`src/rtl/oven_cook_controller.sv`:
```
// Oven cook-cycle controller: keypad BCD MM:SS entry, 1 Hz countdown with door
// interlock and pause/cancel, heater enable and a timed end-of-cook beep.
module oven_cook_controller #(
    parameter int unsigned BEEP_SECS = 3
) (
    input  logic       clk,
    input  logic       reset,
    input  logic       tick,
    input  logic       key_valid,
    input  logic [3:0] key_digit,
    input  logic       start,
    input  logic       stop_clear,
    input  logic       door_open,
    output logic [3:0] min_tens,
    output logic [3:0] min_ones,
    output logic [3:0] sec_tens,
    output logic [3:0] sec_ones,
    output logic       heater_on,
    output logic       done_beep,
    output logic [2:0] state
);

    typedef enum logic [2:0] {
        S_IDLE  = 3'd0,
        S_ENTRY = 3'd1,
        S_COOK  = 3'd2,
        S_PAUSE = 3'd3,
        S_DONE  = 3'd4
    } state_t;

    localparam logic [3:0] BEEP_INIT = 4'(BEEP_SECS);

    state_t     state_q, state_d;
    logic [3:0] mt_q, mt_d, mo_q, mo_d, st_q, st_d, so_q, so_d;
    logic [3:0] bcnt_q, bcnt_d;
    logic       heater_q, heater_d;
    logic       beep_q, beep_d;

    logic [3:0] dec_mt, dec_mo, dec_st, dec_so;
    logic       dec_zero;
    logic       key_ok;
    logic       start_ok;

    // One-second BCD decrement with borrow chain; 00:00 never reaches here.
    always_comb begin
        dec_mt = mt_q;
        dec_mo = mo_q;
        dec_st = st_q;
        dec_so = so_q - 4'd1;
        if (so_q == 4'd0) begin
            dec_so = 4'd9;
            if (st_q == 4'd0) begin
                dec_st = 4'd5;
                if (mo_q == 4'd0) begin
                    dec_mo = 4'd9;
                    dec_mt = mt_q - 4'd1;
                end else begin
                    dec_mo = mo_q - 4'd1;
                end
            end else begin
                dec_st = st_q - 4'd1;
            end
        end
        dec_zero = ({dec_mt, dec_mo, dec_st, dec_so} == 16'h0000);
    end

    assign key_ok   = key_valid && (key_digit <= 4'd9);
    assign start_ok = !door_open && ({mt_q, mo_q, st_q, so_q} != 16'h0000) && (st_q <= 4'd5);

    always_comb begin
        state_d = state_q;
        mt_d    = mt_q;
        mo_d    = mo_q;
        st_d    = st_q;
        so_d    = so_q;
        bcnt_d  = bcnt_q;
        beep_d  = beep_q;

        unique case (state_q)
            S_IDLE: begin
                if (!stop_clear && key_ok) begin
                    {mt_d, mo_d, st_d, so_d} = {mo_q, st_q, so_q, key_digit};
                    state_d = S_ENTRY;
                end
            end
            S_ENTRY: begin
                if (stop_clear) begin
                    {mt_d, mo_d, st_d, so_d} = 16'h0000;
                    state_d = S_IDLE;
                end else if (start) begin
                    // A start pulse always swallows a coincident key, accepted or not.
                    if (start_ok) begin
                        state_d = S_COOK;
                    end
                end else if (key_ok) begin
                    {mt_d, mo_d, st_d, so_d} = {mo_q, st_q, so_q, key_digit};
                end
            end
            S_COOK: begin
                if (stop_clear || door_open) begin
                    state_d = S_PAUSE;
                end else if (tick) begin
                    {mt_d, mo_d, st_d, so_d} = {dec_mt, dec_mo, dec_st, dec_so};
                    if (dec_zero) begin
                        state_d = S_DONE;
                        beep_d  = 1'b1;
                        bcnt_d  = BEEP_INIT;
                    end
                end
            end
            S_PAUSE: begin
                if (stop_clear) begin
                    {mt_d, mo_d, st_d, so_d} = 16'h0000;
                    state_d = S_IDLE;
                end else if (start && !door_open) begin
                    state_d = S_COOK;
                end
            end
            S_DONE: begin
                if (stop_clear) begin
                    beep_d  = 1'b0;
                    state_d = S_IDLE;
                end else if (tick) begin
                    bcnt_d = bcnt_q - 4'd1;
                    if (bcnt_q == 4'd1) begin
                        beep_d  = 1'b0;
                        state_d = S_IDLE;
                    end
                end
            end
            default: begin
                {mt_d, mo_d, st_d, so_d} = 16'h0000;
                beep_d  = 1'b0;
                state_d = S_IDLE;
            end
        endcase

        heater_d = (state_d == S_COOK);
    end

    always_ff @(posedge clk or posedge reset) begin
        if (reset) begin
            state_q  <= S_IDLE;
            mt_q     <= 4'd0;
            mo_q     <= 4'd0;
            st_q     <= 4'd0;
            so_q     <= 4'd0;
            bcnt_q   <= 4'd0;
            heater_q <= 1'b0;
            beep_q   <= 1'b0;
        end else begin
            state_q  <= state_d;
            mt_q     <= mt_d;
            mo_q     <= mo_d;
            st_q     <= st_d;
            so_q     <= so_d;
            bcnt_q   <= bcnt_d;
            heater_q <= heater_d;
            beep_q   <= beep_d;
        end
    end

    assign min_tens  = mt_q;
    assign min_ones  = mo_q;
    assign sec_tens  = st_q;
    assign sec_ones  = so_q;
    assign heater_on = heater_q;
    assign done_beep = beep_q;
    assign state     = state_q;

endmodule

```
`config.mk`:
```
export PLATFORM = sky130hd
export DESIGN_NAME = oven_cook_controller
export DESIGN_NICKNAME = d
export VERILOG_FILES = /design/src/rtl/oven_cook_controller.sv
export SDC_FILE = /design/constraint.sdc
export NUM_CORES = 1
export LEC_CHECK = 0
export ABC_AREA = 0
export ABC_CLOCK_PERIOD_IN_PS = 2600
export BUFFER_PORTS_ARGS = -buffer_cell sky130_fd_sc_hd__buf_2
export CAP_MARGIN = 20
export CORE_MARGIN = 5
export CORE_UTILIZATION = 55
export DETAILED_ROUTE_END_ITERATION = 16
export PLACE_DENSITY = 0.81
export SLEW_MARGIN = 20
export SYNTH_ARGS = -nofsm -noshare
export SYNTH_HDL_FRONTEND = slang
export SYNTH_SLANG_ARGS = --single-unit
```
`constraint.sdc`:
```
create_clock -name clk -period 2.6 [get_ports clk]
set_input_delay 0.78 -clock clk [delete_from_list [all_inputs] [get_ports clk]]
set_output_delay 0.78 -clock clk [all_outputs]
set_load 0.005 [all_outputs]
```
==> flow_summary.toml <==
[worst_setup_path]
arrival_ns = 2.42
path_delay_family = "simple AND/OR/NAND/NOR gates"
crit_buf_inv = 0
cp_slowest_stage_delay_ns = 0.62
slowest_stage = "or4_4"
reg2regPathDepth = 5
path_cells = "or4_4, o31ai_4, nor4b_4, a21boi_2, a211o_1"
cp.depth = 5
critPathLaunch = "sec_ones[2]"
worst-setup-path-type = "reg2reg"
crit-reg2reg-launch = "sec_ones[2]"
required_ns = 2.83
startpoint_type = "register"
critPathCaptureType = "register"
cp_max_fo = 5

[place]
post-dp-hpwl_um = 3400
portBuffers = 31
pre_cts_ws_ns = 0.113
gp_congestion = 0.862
dp_cells = 282
place_area_um2 = 1990

[job]
maxCapViolations = 0

[clock_tree]
cts_setup_buffers = 0
clock_sink_count = 25
cts.clk_slew.worst_paths_ns = 0.14
cts_resized = 0
cts_made_buffers = 3
clockBufferDepth = 2
htree_levels = 1
root_buffer = "clkbuf_4"
cts_tree = "built"
insertion_delay_ns = 0.32
postCtsHoldBufs = 0

[power_and_ir_drop]
power_switching_mw = 1.10
pwr_density_cell_nw_per_um2 = 1120
vdd_ir_drop_max_mv = 0.552
switching_share = 0.488
p_leak_nw = 0.913
p_seq_frac = 0.316
p_clk_frac = 0.081
p_int_mw = 1.16
power.share.combinational = 0.603

[grt]
grt_max_degree = 26
antenna_found_initial = 0
grt_pass1_wl_um = 7580
grt_use_total = 0.223
grt-ovfl-total = 0
grt_pass1_vias = 1558

[layout]
fill_cells = 287
diodes = 0
syn_to_final_growth_pct = 16.4
final-instance-count-excl-fill = 286
final_area_um2 = 2020
fin_nets = 258
layout-drive-gt1-share = 0.248

[synth]
syn_area_per_cell_um2 = 8.47
yosys_warnings = 0
synthesis.area_um2 = 1740
synth_top_area_frac = 0.360
synth_nets = 220
synthTopCellsByArea = "dfrtp_1, o21ai_0, a21oi_1, nor2_1, nand2_1"
yosys.area.top_type = "dfrtp_1"
ys_seq_area_frac = 0.360
ys_ff_latch = 25
synth_edf_count = 0
synthFlopType = "dfrtp_1"
synth_cells = 205
ys_types = 52
async_flop_share = 1.00

[sta]
final.setup.worst_slack_ns = 0.410
drv_slew = 0
skew_ns = 0.00536
hold_viol_final = 0
setup_violations = 0
fmax_ghz = 0.457
fin_setup_tns_ns = 0
timing.final.crit_share = 0.842
relSlewSlack = 0.556
fin_crit_ns = 2.19
tightest_slew_ns = 0.649
grt_setup_unrepaired = "false"

[detailed_routing]
postRouteAntennaNets = 0
vias = 1773
first_pass_iters = 4
drc = 0
wire_per_inst_um = 16.2
initialDrtViolationCount = 227
avgViaCountPerCell = 6.20
routed_wl_um = 4640

[floorplan]
die-height_um = 66.2
dieArea_um2 = 4380
pin_count = 32
core-area_um2 = 3050
start_util = 0.569
row_count = 20
die-width_um = 66.2

[status]
status = "finished clean"

[worst_hold_path]
hold_path.class = "in2async"
## power groups by stage
stage                     logic, mW  clock network [mW]  registers [mW]
final                          1.36               0.182           0.714
after global routing           1.51               0.207           0.736
after CTS                      1.35               0.185           0.710
after detailed placement       1.35                   0           0.717
after global placement         1.31                   0           0.721
after floorplan               0.898                   0           0.703
## placed cells by master, fill, tap and decap left out, types with 3 or more instances in the layout
cell	netlist	final
nor2_1	17	17
a21oi_1	18	18
ha_1	4	4
nor4_1	5	5
clkbuf_4	0	3
nand4_1	4	4
nor3b_1	3	3
o21ai_0	32	32
buf_2	1	31
nor3_1	4	4
inv_1	12	12
buf_4	1	14
nand2_1	14	14
a22oi_1	4	4
dfrtp_1	25	25
nand3_1	6	6
a211o_1	3	3
## registers in the layout, summed over array words and instances, names as in the netlist
| signal | flops |
|---|---|
| done_beep | 1 |
| sec_ones | 4 |
| heater_on | 1 |
| sec_tens | 4 |
| min_ones | 4 |
| bcnt_q | 4 |
| min_tens | 4 |
| state | 3 |
## cell type report
cell class | instances | area (um^2) | area share
clock buffer | 4 | 26.3 | 0.0130
inverter | 12 | 45.0 | 0.0223
multi-input combinational | 156 | 1010 | 0.499
sequential | 25 | 626 | 0.310
tap | 44 | 55.1 | 0.0272
timing repair buffer | 45 | 260 | 0.129
## Yosys cell counts, types with 2 or more instances
| library cell | instances |
|---|---|
| nand2b_1 | 2 |
| or3b_2 | 2 |
| ha_1 | 4 |
| nand4_1 | 4 |
| or3_1 | 2 |
| nor4_1 | 5 |
| clkbuf_1 | 9 |
| a31oi_1 | 2 |
| o2111a_1 | 2 |
| nor3_1 | 4 |
| dfrtp_1 | 25 |
| a22o_1 | 2 |
| a21oi_1 | 18 |
| or4_4 | 2 |
| a21o_2 | 2 |
| o21ai_0 | 32 |
| nand2_1 | 14 |
| nor3b_1 | 3 |
| a22oi_1 | 4 |
| inv_1 | 12 |
| nand3_1 | 6 |
| a211o_1 | 3 |
| nor2_1 | 17 |
## kinds of logic (layout without fill, tap and decap cells)
group                      after synthesis  in the layout  synth area share
DFF                                     25             25             0.360
buffers and inverters                   24             61            0.0591
adders and majority gates                4              4            0.0288
xor gates and xnor gates                 1              1           0.00504
and+or+nand+nor                         70             70             0.241
AOI/OAI and AO/OA                       81             81             0.306
## metal layers
layer  routed length (um)  share of wire  global-route usage  up-vias
met5                    0              0                   0        -
met3                  367          0.079              0.0306       13
met4                  127          0.027              0.0964        0
met1                 2190           0.47               0.340      827
met2                 1960           0.42               0.310       85
li1                     -              -                   -      848
## tightest hold or removal path: cells and delay by family
kind / cells / cell delay [ns]
buffers and inverters: 3 / 0.44
## path summary, 6_finish.rpt
check	end	slack (ns)
setup / recovery	bcnt_q[2]	0.41
min in group clk	done_beep	0.52
setup reg to reg	bcnt_q[2]	0.41
hold / removal	state[2]	0.48
hold reg to reg	done_beep	0.52
max in group asynchronous	min_ones[3]	1.87
## metrics by stage
| step | hold WS, ns | power [mW] | util |
|---|---|---|---|
| after global placement | 0.490 | 2.04 | 0.653 |
| after floorplan | 0.500 | 1.60 | - |
| final | 0.482 | 2.26 | 0.662 |
| after global routing | 0.494 | 2.45 | 0.662 |
| after detailed placement | 0.490 | 2.06 | 0.653 |
| after CTS | 0.487 | 2.25 | 0.662 |
Note: power is estimated with default switching activity, not from simulation.
